===== src/rtl/dcache_ram_if.sv =====
// Memory-side bridge for dcache: 4-word line refills and buffered dirty-line writebacks over req/gnt/rvalid.
// Optional DCACHE_RAM_IF_FWD_EN: a refill of the buffered writeback line is served from the buffer.
module dcache_ram_if #(
  parameter int ADDR_W     = 32,
  parameter int DATA_W     = 32,
  parameter int LINE_WORDS = 4
) (
  input  logic                         clk,
  input  logic                         rst,
  input  logic                         ram_rd_req_i,
  input  logic [ADDR_W-1:0]            ram_rd_addr_i,
  output logic                         ram_rd_rdy_o,
  output logic [DATA_W-1:0]            ram_rd_data_o,
  output logic [2:0]                   ram_rd_num_o,
  input  logic                         ram_wr_req_i,
  input  logic [ADDR_W-1:0]            ram_wr_addr_i,
  input  logic [LINE_WORDS*DATA_W-1:0] ram_wr_data_i,
  input  logic                         ram_dirty_i,
  output logic                         ram_wr_rdy_o,
  output logic                         mem_req_o,
  output logic                         mem_we_o,
  output logic [ADDR_W-1:0]            mem_addr_o,
  output logic [DATA_W-1:0]            mem_wdata_o,
  input  logic                         mem_gnt_i,
  input  logic                         mem_rvalid_i,
  input  logic [DATA_W-1:0]            mem_rdata_i
);
  localparam int CNT_W  = $clog2(LINE_WORDS);
  localparam int OFF_W  = CNT_W + 2;
  localparam int LINE_W = ADDR_W - OFF_W;
  localparam logic [CNT_W-1:0] LAST = CNT_W'(LINE_WORDS - 1);

  typedef enum logic [2:0] {
    IDLE, WB, RD_REQ, RD_WAIT
`ifdef DCACHE_RAM_IF_FWD_EN
    , FWD
`endif
  } state_t;

  state_t                             state_q, state_d;
  logic                               buf_vld;
  logic [LINE_W-1:0]                  buf_line, rd_line;
  logic [LINE_WORDS-1:0][DATA_W-1:0]  buf_data;
  logic [CNT_W-1:0]                   wcnt, rcnt;
  logic                               rd_rdy_q;
  logic [DATA_W-1:0]                  rd_data_q;
  logic [2:0]                         rd_num_q;
  logic                               wr_acc, rd_done;
  logic                               unused_addr_bits;

  assign wr_acc = ram_wr_req_i & ~buf_vld & ram_dirty_i;
  // The request line is still held during the last-beat pulse; don't mistake it for a new refill.
  assign rd_done = rd_rdy_q & (rd_num_q == 3'(LINE_WORDS));
  assign unused_addr_bits = ^{ram_rd_addr_i[OFF_W-1:0], ram_wr_addr_i[OFF_W-1:0]};

`ifdef DCACHE_RAM_IF_FWD_EN
  logic fwd_hit;
  assign fwd_hit = buf_vld & (ram_rd_addr_i[ADDR_W-1:OFF_W] == buf_line);
`endif

  assign ram_wr_rdy_o  = ~buf_vld;
  assign ram_rd_rdy_o  = rd_rdy_q;
  assign ram_rd_data_o = rd_data_q;
  assign ram_rd_num_o  = rd_num_q;

  always_ff @(posedge clk) begin
    if (rst) state_q <= IDLE;
    else     state_q <= state_d;
  end

  always_comb begin
    state_d     = state_q;
    mem_req_o   = 1'b0;
    mem_we_o    = 1'b0;
    mem_addr_o  = '0;
    mem_wdata_o = '0;
    case (state_q)
      IDLE: if (!rd_done) begin
`ifdef DCACHE_RAM_IF_FWD_EN
        if (ram_rd_req_i && fwd_hit) state_d = FWD;
        else
`endif
        if (buf_vld)           state_d = WB;
        else if (ram_rd_req_i) state_d = RD_REQ;
      end
      WB: begin
        mem_req_o   = 1'b1;
        mem_we_o    = 1'b1;
        mem_addr_o  = {buf_line, wcnt, 2'b00};
        mem_wdata_o = buf_data[wcnt];
        if (mem_gnt_i && wcnt == LAST) state_d = IDLE;
      end
      RD_REQ: begin
        mem_req_o  = 1'b1;
        mem_addr_o = {rd_line, rcnt, 2'b00};
        if (mem_gnt_i) state_d = RD_WAIT;
      end
      RD_WAIT: if (mem_rvalid_i) state_d = (rcnt == LAST) ? IDLE : RD_REQ;
`ifdef DCACHE_RAM_IF_FWD_EN
      FWD: if (rcnt == LAST) state_d = IDLE;
`endif
      default: state_d = IDLE;
    endcase
  end

  always_ff @(posedge clk) begin
    if (rst) begin
      buf_vld   <= 1'b0;
      buf_line  <= '0;
      buf_data  <= '0;
      rd_line   <= '0;
      wcnt      <= '0;
      rcnt      <= '0;
      rd_rdy_q  <= 1'b0;
      rd_data_q <= '0;
      rd_num_q  <= '0;
    end else begin
      rd_rdy_q <= 1'b0;
      if (wr_acc) begin
        buf_vld  <= 1'b1;
        buf_line <= ram_wr_addr_i[ADDR_W-1:OFF_W];
        buf_data <= ram_wr_data_i;
      end
      case (state_q)
        IDLE: if (state_d == RD_REQ) rd_line <= ram_rd_addr_i[ADDR_W-1:OFF_W];
        WB: if (mem_gnt_i) begin
          wcnt <= (wcnt == LAST) ? '0 : wcnt + 1'b1;
          if (wcnt == LAST) buf_vld <= 1'b0;
        end
        RD_WAIT: if (mem_rvalid_i) begin
          rd_rdy_q  <= 1'b1;
          rd_data_q <= mem_rdata_i;
          rd_num_q  <= 3'(rcnt) + 3'd1;
          rcnt      <= (rcnt == LAST) ? '0 : rcnt + 1'b1;
        end
`ifdef DCACHE_RAM_IF_FWD_EN
        FWD: begin
          rd_rdy_q  <= 1'b1;
          rd_data_q <= buf_data[rcnt];
          rd_num_q  <= 3'(rcnt) + 3'd1;
          rcnt      <= (rcnt == LAST) ? '0 : rcnt + 1'b1;
        end
`endif
        default: ;
      endcase
    end
  end
endmodule


===== config.mk =====
export PLATFORM = sky130hd
export DESIGN_NAME = dcache_ram_if
export DESIGN_NICKNAME = d
export VERILOG_FILES = /design/src/rtl/dcache_ram_if.sv
export SDC_FILE = /design/constraint.sdc
export NUM_CORES = 1
export LEC_CHECK = 0
export BUFFER_PORTS_ARGS = -buffer_cell sky130_fd_sc_hd__buf_2
export CAP_MARGIN = 20
export CORE_MARGIN = 3
export CORE_UTILIZATION = 50
export CTS_CLUSTER_DIAMETER = 200
export DETAILED_ROUTE_END_ITERATION = 16
export HOLD_SLACK_MARGIN = 0.1
export PLACE_DENSITY = 0.81
export SKIP_LAST_GASP = 1
export SLEW_MARGIN = 20
export SYNTH_ARGS = -nofsm -noshare
export SYNTH_HDL_FRONTEND = slang
export SYNTH_SLANG_ARGS = --single-unit

===== constraint.sdc =====
create_clock -name clk -period 2.02 [get_ports clk]
set_input_delay 0.404 -clock clk [delete_from_list [all_inputs] [get_ports clk]]
set_output_delay 0.404 -clock clk [all_outputs]
set_load 0.1 [all_outputs]

# After elaboration in Yosys (flattened, before gate mapping)
# Cells that the tools add are included.
[word_totals]
regBits = 228
out_inout_bits = 103
[classes]
n_addsub = 3
magnitude_cmp = 1
n_eq_ne = 7
mux = 21
n_bitwise = 5
n_reduce_logical = 7
[op_table]
columns = ["cell", "n"]
rows = [
  ["$bmux W32 S2", 1],
  ["$mux W32", 2],
  ["$pmux W32 S2", 1],
  ["$mux W3", 6],
  ["$pmux W3 S4", 1],
  ["$eq A3 B2 Y1 const B", 3],
  ["$mux W1", 7],
  ["$mux W2", 3],
  ["$reduce_and A2 Y1", 3],
  ["$add A2 B1 Y2 const B", 2],
  ["$eq A2 B2 Y1 const B", 2],
  ["$reduce_or A2 Y1", 2],
  ["$add A2 B1 Y3 const B", 1],
  ["$and A1 B1 Y1", 3],
  ["$eq A3 B1 Y1 const B", 1],
  ["$eq A3 B3 Y1 const B", 1],
  ["$logic_not A3 Y1", 1],
  ["$lt A2 B3 Y1 const B", 1],
  ["$not A1 Y1", 2],
  ["$logic_and A1 B1 Y1", 1],
]

# Logic depth before layout (Yosys ltp)
# Gate-level depths: netlist of run 1.
[depth]
ltp_word = 7
ltp_mapped = 6
mapped_depth_nobuf = 4

# Worst setup path after synthesis of run 1
# OpenSTA, ideal clock, no wires.
[synth_timing]
path_kind = "register to output"
startpoint = "register state_q[0]"
endpoint = "output port mem_wdata_o[22]"
arrival_ns = 2.503
t_required_ns = 1.616
setup_slack_ns = -0.887
stages_incl_launch_ff = 5
n_path_buf = 2
cell_sequence = "dfxtp_1 -> buf_4 -> nor3b_2 -> clkbuf_1 -> and2_1"
[synth_between]
elab_chain_len = 2
[synth_rtl]
columns = ["item", "line_no", "text"]
rows = [
  ["start: declaration", "40", "state_t state_q, state_d;"],
  ["start signal: assignment", "68", "else state_q <= state_d;"],
  ["$eq A3 B1 Y1", "77", "case (state_q)"],
  ["$mux W32", "77", ""],
  ["end: declaration", "23", "output logic [DATA_W-1:0] mem_wdata_o,"],
]
# Every way passes these cells.

# Worst setup path in the final report of run 1
[layout_timing]
startpoint = "register wcnt[0]"
endpoint = "output port mem_wdata_o[6]"
[layout_between]
elab_chain_len = 3
[layout_rtl]
columns = ["item", "line_no", "text"]
rows = [
  ["start: declaration", "44", "logic [CNT_W-1:0] wcnt, rcnt;"],
  ["start signal: assignment", "127", "wcnt <= (wcnt == LAST) ? '0 : wcnt + 1'b1;"],
  ["$bmux W32 S2", "90", "mem_wdata_o = buf_data[wcnt];"],
  ["$mux W32 (not written as such)", "90", ""],
  ["$mux W32", "77", ""],
]
# Every way passes these cells. The select of a mux whose other input is x is not followed.

==> results of run 1 <==
layer usage:
metal,track usage (%),up-vias,wire length [um]
met2,47.6,388,15200
met5,0,-,48
met4,11.7,8,1080
met3,8.86,85,2760
met1,32.6,4220,11200
li1,-,4306,-
cells by family (layout without fill, tap and decap cells):
logic type,after synthesis,count (layout),synth area share [%]
AND/OR/NAND/NOR,491,491,22.6
AO/OA/AOI/OAI,229,229,13.4
flip-flops,227,227,47.7
buffers and inverters,97,419,5.27
multiplexers,62,62,10.7
adder cells (fa/ha/maj),2,2,0.262
other,1,10,0.0393
final cells by class:
class	instances	area, um^2
Fill cell	1151	4360
Sequential cell	227	4560
Multi-Input combinational cell	787	4840
Tap cell	229	287
Antenna cell	7	17.5
Timing Repair Buffer	374	3400
Clock buffer	31	708
Clock inverter	13	156
Inverter	1	3.75
power groups by stage:
stage	combinational [W]	clock, W	sequential (W)
5_1_grt	0.00107	0.00498	0.00478
3_5_place_dp	0.000915	0	0.00485
6_report	0.000982	0.00469	0.00476
4_1_cts	0.000980	0.00476	0.00476
3_3_place_gp	0.000894	0	0.00484
2_1_floorplan	0.000560	0	0.00482
repair_timing:
item / in CTS / in global routing
cloned: 9 / 2
resized for setup: 70 / 8
setup buffers: 13 / 3
pin swaps: 21 / 23
setup endpoints to repair: 64 / 64
worst max-delay path by stage:
| stage | startpoint | end | slack, ps | depth (start not counted) |
|---|---|---|---|---|
| 2_1_floorplan | ram_rd_num_o[2] | rd_line[10] | 40 | 5 |
| 3_5_place_dp | wcnt[0] | mem_wdata_o[26] | 100 | 4 |
| 6_report | wcnt[0] | mem_wdata_o[6] | -430 | 4 |
| 3_3_place_gp | wcnt[0] | mem_wdata_o[27] | 110 | 4 |
| 4_1_cts | wcnt[0] | mem_wdata_o[23] | -450 | 5 |
| 5_1_grt | wcnt[0] | mem_wdata_o[6] | -490 | 4 |
cell usage after synthesis, types with 3 or more instances:
cell and number:
a211oi_1 3, a21oi_1 192, a22o_1 29, and2_1 32
buf_1 3, buf_2 45, buf_4 5, buf_6 4
clkbuf_1 36, dfxtp_1 227, mux2i_1 30, mux4_2 32
nand2_1 382, nand2b_1 56, nor2_1 5
stage by stage:
stage                     power (W)  hold slack [ps]  TNS [ps]  cell area [um^2]
after floorplan             0.00538              433         0              9630
after global placement      0.00573              439         0             12400
after detailed placement    0.00576              443         0             12400
after CTS                    0.0105              105    -21370             14000
after global routing         0.0108              104    -22550             14000
final                        0.0104              119    -18450             14000
flip-flops by register name, summed over array words and instances (netlist names):
name           flops
buf_vld            1
buf_line          28
wcnt               2
ram_rd_data_o     32
ram_rd_rdy_o       1
state_q            3
ram_rd_num_o       3
buf_data         128
rd_line           28
rcnt               1
worst max-delay path, delay by kind of cell (launching register included):
family | cells | cell delay [ps]
buffers and inverters | 2 | 350
flip-flops | 1 | 440
multiplexers | 1 | 510
AND/OR/NAND/NOR | 1 | 230
cells in the final DEF, fill, tap and decap left out, types with 18 or more instances in the layout:
cell       instances
buf_2            258
a21oi_1          192
clkbuf_16         27
a22o_4            30
dfxtp_1          221
buf_12            82
mux4_2            32
and2_4            18
nand2_1          382
mux2i_1           30
nand2b_1          56
==> impl_metrics.tcl, run 1 <==
set metrics [dict create \
    setup_viol 64 \
    synthesis.instances 1109 \
    hold_viol 0 \
    cts_num_sinks 227 \
    slew_violations 0 \
    p_sw_w 0.00247 \
    holdCritPathClass "in2reg" \
    core_um2 18300 \
    area_delta_synth_final_pct 46.6 \
    routed_via_density 5.40 \
    skew_ps 16.9 \
    grt_max_degree 109 \
    grt.overflow.total 0 \
    worst_r2r_path_depth 6 \
    fin_cells 1669 \
    relSlewSlack_pct 65.7 \
    rr_endpoint "rd_line[13]" \
    hpwl_um 18600 \
    period_share_pct 121 \
    cts_buffers 24 \
    start_util_pct 52.0 \
    first_pass_iters 7 \
    num_rows 49 \
    yosysUniqueCellTypes 37 \
    wl_um 30300 \
    grt_first_pass_wirelength_um 46600 \
    drive_above_1_share_pct 36.8 \
    fin_nets 1648 \
    ys_top_cells_by_area "dfxtp_1 (48%), nand2_1 (15%), a21oi_1 (10%)" \
    crit_path_start_kind "flop" \
    synth_edf_count 0 \
    tightest_slew_ps 519 \
    fin_crit_ps 2450 \
    p_leak_nw 5.75 \
    die_area_um2 20800 \
    seq_area_frac_synth_pct 47.7 \
    antenna_found_initial 10 \
    drc 0 \
    die_w_um 144 \
    p_comb_share_pct 9.4 \
    cp.required_ps 1620 \
    power.density_nw_per_um2 747 \
    drt_iter0_drc 513 \
    criticalPathCategory "reg2out" \
    cp.arrival_ps 2040 \
    clock_power_share_pct 44.9 \
    crit_fanout 7 \
    power.share.sequential_pct 45.7 \
    gp_congestion 0.860 \
    outcome "finished with violations" \
    cts_tree "built" \
    die_h_um 144 \
    max_cap_viol_count 0 \
    netlist_area_um2 9540 \
    yosys_most_used_dff "dfxtp_1" \
    path_clk_slew_ps 60 \
    vias 9007 \
    dp_worst_setup_slack_ps 97.3 \
    r2r_slack_ps 230 \
    dp.cells 1596 \
    grt_setup_unrepaired "yes" \
    endpoint_kind "output pin" \
    ys_warn_count 0 \
    max_stage_delay_ps 510 \
    violations "negative setup slack" \
    clockBufferDepth 3 \
    synth_top_area_share_pct 47.7 \
    path_cells "buf_6 > mux4_2 > and2_2 > buf_12" \
    cp_slowest_cell "mux4_2" \
    grtUsageTotal_pct 28.0 \
    first_global_vias 9148 \
    clk_latency_ps 510 \
    holdBufCountCts 0 \
    h-tree-depth 1 \
    io_pins 334 \
    portBuffers 323 \
    avgSynthCellArea_um2 8.60 \
    internal-power_w 0.00797 \
    cts_root_buffer "clkbuf_16" \
    peakVddDrop_mv 0.859 \
    ys_ff_latch 227 \
    holdPathEnd "buf_data[5]" \
    setup_ws_ps -426 \
    worstHoldPathCells 3 \
    wl_per_cell_um 18.1 \
    min_from "ram_wr_data_i[5]" \
    r2r-start "state_q[1]" \
    async_flop_share_pct 0 \
    switching_share_pct 23.6 \
    fmax_mhz 409 \
    fin_util_pct 76.2 \
    drtAntennaViolNets 0 \
    synth_largest_area_cell "dfxtp_1" \
]
No activity file was read; power rests on OpenSTA's default activity.
==> run 2, diff against run 1 <==
--- a/config.mk
+++ b/config.mk
@@ -7,6 +7,7 @@
 export LEC_CHECK = 0
 export BUFFER_PORTS_ARGS = -buffer_cell sky130_fd_sc_hd__buf_2
 export CAP_MARGIN = 20
+export CORE_ASPECT_RATIO = 1.2
 export CORE_MARGIN = 3
 export CORE_UTILIZATION = 50
 export CTS_CLUSTER_DIAMETER = 200
==> impl_metrics.tcl, run 2 (synthesis gave the netlist of run 1 again) <==
set metrics [dict create \
    outcome "finished with violations" \
    violations "negative setup slack" \
    drt_iter0_drc 589 \
    fin_nets 1660 \
    final_cell_mix "nand2_1 (382), buf_2 (258), dfxtp_1 (221), a21oi_1 (192), buf_12 (83)" \
    routed_via_density 5.40 \
    internal-power_w 0.00769 \
    portBuffers 323 \
    wl_per_cell_um 18.2 \
    power.density_nw_per_um2 725 \
    placed_cell_area_um2 12500 \
    die_area_um2 20800 \
    crit_path_start_kind "flop" \
    cp-startpoint "wcnt[0]" \
    grt_max_degree 67 \
    area_delta_synth_final_pct 46.4 \
    drc 0 \
    max_cap_viol_count 0 \
    relSlewSlack_pct 65.1 \
    clockBufferDepth 3 \
    cts_num_sinks 227 \
    cts_root_buffer "clkbuf_16" \
    hpwl_um 19100 \
    power.share.sequential_pct 47.0 \
    cp.required_ps 1620 \
    period_share_pct 119 \
    num_rows 54 \
    grtUsageTotal_pct 27.8 \
    clk_latency_ps 500 \
    setup_viol 64 \
    r2r_slack_ps 290 \
    cp.arrival_ps 2000 \
    first_pass_iters 6 \
    antenna_found_initial 0 \
    path_clk_slew_ps 60 \
    fin_crit_ps 2400 \
    fin_area_um2 14000 \
    clock_power_share_pct 42.9 \
    io_pins 334 \
    grt_first_pass_wirelength_um 47000 \
    top_register "buf_data" \
    n_fill_cell 1202 \
    setup_ws_ps -380 \
    gp_congestion 0.809 \
    core_um2 18400 \
    min_from "ram_wr_data_i[64]" \
    p_total_w 0.0101 \
    cts_buffers 23 \
    wl_um 30900 \
    peakVddDrop_mv 0.714 \
    tightest_slew_ps 523 \
    crit_fanout 12 \
    h-tree-depth 1 \
    first_global_vias 8963 \
    largest_reg_flops 128 \
    r2r-start "buf_vld" \
    fmax_mhz 417 \
    die_h_um 157 \
    p_comb_share_pct 10.1 \
    grt.overflow.total 0 \
    drive_above_1_share_pct 37.1 \
    p_sw_w 0.00243 \
    holdBufCountCts 0 \
    cts_tree "built" \
    endpoint_kind "output pin" \
    die_w_um 132 \
    criticalPathCategory "reg2out" \
    holdCritPathClass "in2reg" \
    p_leak_nw 5.76 \
    start_util_pct 51.7 \
    hold_viol 0 \
    skew_ps 9.57 \
    slew_violations 0 \
    drtAntennaViolNets 0 \
    grt_setup_unrepaired "yes" \
    vias 9155 \
    switching_share_pct 24.0 \
    mostFrequentLayoutCell "nand2_1" \
    dp_worst_setup_slack_ps 80.9 \
]
[run 2: worst max-delay path, stage by stage (launching register included)]
cell     delay, ps
dfxtp_4        400
buf_12         170
mux4_2         520
and2_2         230
buf_12         170
[run 2: path summary, 6_finish.rpt]
| path | end | cells past startpoint |
|---|---|---|
| setup reg to reg | buf_line[19] | 4 |
| hold reg to reg | ram_rd_data_o[12] | 2 |
| hold / removal | buf_data[64] | 3 |
| setup / recovery | mem_wdata_o[15] | 4 |
[run 2: layer usage]
layer | global-route usage, % | part of all wire (%) | up-vias
li1 | - | - | 4330
met1 | 33.4 | 37 | 4313
met2 | 50.2 | 51 | 434
met3 | 4.96 | 7.8 | 78
met4 | 9.95 | 3.5 | 0
met5 | 0 | 0 | -
[run 2: stage by stage]
step	hold WS [ps]	cells	utilization [%]	TNS [ps]
after floorplan	433	1111	-	0
after global placement	439	1624	67.7	0
after detailed placement	443	1624	67.7	0
after CTS	115	1692	75.1	-20030
after global routing	125	1695	75.7	-22880
final	137	1696	75.7	-19610
[run 2: repair_timing]
action / 4_1_cts / 5_1_grt
setup endpoints to repair: 64 / 64
pin swaps: 16 / 11
resized for setup: 49 / 11
gates cloned: 8 / 0
buffers inserted: 19 / 5
[run 2: power groups by stage]
stage | logic, W | registers [W] | clock network (W)
floorplan | 0.000560 | 0.00482 | 0
global placement | 0.000916 | 0.00483 | 0
detailed placement | 0.000938 | 0.00485 | 0
CTS | 0.00100 | 0.00475 | 0.00439
global route | 0.00111 | 0.00478 | 0.00456
finish | 0.00102 | 0.00476 | 0.00434
[run 2: cell type report]
type | instances | area [um^2] | area share (%)
inverter | 1 | 3.75 | 0.0269
tap | 252 | 315 | 2.26
sequential | 227 | 4560 | 32.7
clock inverter | 10 | 109 | 0.780
timing repair buffer | 387 | 3480 | 25.0
clock buffer | 31 | 666 | 4.77
antenna | 1 | 2.50 | 0.0179
multi-input combinational | 787 | 4820 | 34.5
==> run 3, diff against run 2 <==
--- a/config.mk
+++ b/config.mk
@@ -9,11 +9,12 @@
 export CAP_MARGIN = 20
 export CORE_ASPECT_RATIO = 1.2
 export CORE_MARGIN = 3
-export CORE_UTILIZATION = 50
+export CORE_UTILIZATION = 52
+export CTS_BUF_LIST = sky130_fd_sc_hd__clkbuf_8
 export CTS_CLUSTER_DIAMETER = 200
 export DETAILED_ROUTE_END_ITERATION = 16
 export HOLD_SLACK_MARGIN = 0.1
-export PLACE_DENSITY = 0.81
+export PLACE_DENSITY = 0.84
 export SKIP_LAST_GASP = 1
 export SLEW_MARGIN = 20
 export SYNTH_ARGS = -nofsm -noshare
==> impl_metrics.tcl, run 3 (synthesis gave the netlist of run 1 again) <==
set metrics [dict create \
    dp.cells 1592 \
    fmax_mhz 414 \
    start_util_pct 53.7 \
    skew_ps 18.9 \
    hold_viol 0 \
    top_register "buf_data" \
    cts_num_sinks 227 \
    holdCritPathClass "in2reg" \
    setup_ws_ps -396 \
    fin_crit_ps 2420 \
    largest_reg_flops 128 \
    h-tree-depth 2 \
    clockBufferDepth 3 \
    cp_common_cell "buf_12" \
    n_fill_cell 932 \
    clk_latency_ps 530 \
    crit_fanout 6 \
    relSlewSlack_pct 66.0 \
    path_delay_family "multiplexers" \
    r2r-start "state_q[2]" \
    grt_first_pass_wirelength_um 52400 \
    cp.required_ps 1620 \
    internal-power_w 0.00730 \
    fin_cells 1718 \
    max_stage_delay_ps 510 \
    holdPathEnd "buf_data[69]" \
    grt_max_degree 54 \
    wl_per_cell_um 19.9 \
    path_cells "buf_12 > buf_12 > mux4_2 > and2_4 > buf_12" \
    die_h_um 154 \
    fin_util_pct 81.0 \
    drt_iter0_drc 788 \
    routed_via_density 5.68 \
    gp_congestion 0.831 \
    drtAntennaViolNets 0 \
    clock_power_share_pct 39.9 \
    cts_buffers 37 \
    outcome "finished with violations" \
    first_global_vias 10100 \
    min_from "ram_wr_data_i[69]" \
    cts_root_buffer "clkbuf_8" \
    grt_setup_unrepaired "yes" \
    crit_path_start_kind "flop" \
    path_clk_slew_ps 60 \
    cp_slowest_cell "mux4_2" \
    p_sw_w 0.00250 \
    mostFrequentLayoutCell "nand2_1" \
    antenna_found_initial 6 \
    r2r_slack_ps 110 \
    grtUsageTotal_pct 33.2 \
    endpoint_kind "output pin" \
    switching_share_pct 25.5 \
    cp.arrival_ps 2010 \
    wl_um 34200 \
    slew_violations 0 \
    die_w_um 130 \
    drive_above_1_share_pct 36.5 \
    area_delta_synth_final_pct 51.0 \
    critical_path_buf_inv_count 3 \
    vias 9764 \
    io_pins 334 \
    fin_nets 1710 \
    criticalPathCategory "reg2out" \
    period_share_pct 120 \
    power.share.sequential_pct 48.7 \
    first_pass_iters 5 \
    die_area_um2 20000 \
    p_leak_nw 5.97 \
    portBuffers 323 \
    num_rows 53 \
    grt.overflow.total 0 \
    max_cap_viol_count 0 \
    drc 0 \
    power.density_nw_per_um2 680 \
    violations "negative setup slack" \
    worst_r2r_path_depth 7 \
    rr_endpoint "rd_line[12]" \
    worstHoldPathCells 3 \
    hpwl_um 19600 \
    cts_tree "built" \
    peakVddDrop_mv 0.566 \
    p_comb_share_pct 11.4 \
    final_cell_mix "nand2_1 (382), buf_2 (258), dfxtp_1 (221), a21oi_1 (192), buf_12 (88)" \
    core_um2 17800 \
    tightest_slew_ps 514 \
    setup_viol 64 \
]
run 3: through the flow:
step                area (um^2)  hold WS (ps)  power, W  TNS (ps)  setup WS (ps)
floorplan                  9630           433   0.00538         0           36.1
global placement          12500           439   0.00576         0            127
detailed placement        12500           443   0.00580         0            107
CTS                       14400           100   0.00975    -22570           -443
global route              14400           101    0.0101    -22690           -451
finish                    14400           113   0.00979    -19180           -396
run 3: repair_timing:
item,CTS,global route
gates resized for setup,88,6
pin swaps,23,35
setup endpoints to repair,64,64
hold buffers,35,1
endpoints found under the hold margin,35,1
cloned,13,1
setup buffers,20,2
run 3: power by group through the flow:
stage,Sequential [W],Combinational [W],Clock [W]
global placement,0.00483,0.000927,0
finish,0.00477,0.00112,0.00391
detailed placement,0.00485,0.000949,0
floorplan,0.00482,0.000560,0
global route,0.00479,0.00120,0.00412
CTS,0.00476,0.00108,0.00391
run 3: layout make-up:
| cell class | count | area [um^2] | area share (%) |
|---|---|---|---|
| Clock inverter | 11 | 73.8 | 0.513 |
| Tap cell | 220 | 275 | 1.91 |
| Inverter | 1 | 3.75 | 0.0261 |
| Multi-Input combinational cell | 787 | 4850 | 33.7 |
| Antenna cell | 4 | 10.0 | 0.0695 |
| Timing Repair Buffer | 423 | 4010 | 27.8 |
| Clock buffer | 45 | 619 | 4.30 |
| Sequential cell | 227 | 4560 | 31.7 |
run 3: tightest hold or removal path, delay by kind of cell:
kind | cells | cell delay (ps)
compound gates | 1 | 50
buf+inv | 1 | 100
simple gates | 1 | 40
run 3: how the worst max path moves through the flow:
| stage | cells past startpoint | from | endpoint | slack, ps |
|---|---|---|---|---|
| after floorplan | 5 | ram_rd_num_o[2] | rd_line[10] | 40 |
| after global placement | 4 | wcnt[0] | mem_wdata_o[0] | 130 |
| final | 5 | wcnt[0] | mem_wdata_o[28] | -400 |
| after CTS | 5 | wcnt[0] | mem_wdata_o[0] | -440 |
| after global routing | 5 | wcnt[0] | mem_wdata_o[28] | -450 |
| after detailed placement | 4 | wcnt[0] | mem_wdata_o[6] | 110 |
run 3: layer usage:
metal | routed length [um] | global-route usage [%] | up-vias
li1 | - | - | 4434
met1 | 11800 | 36.5 | 4571
met2 | 17500 | 58.0 | 606
met3 | 3110 | 8.01 | 149
met4 | 1850 | 18.3 | 4
met5 | 33 | 0 | -
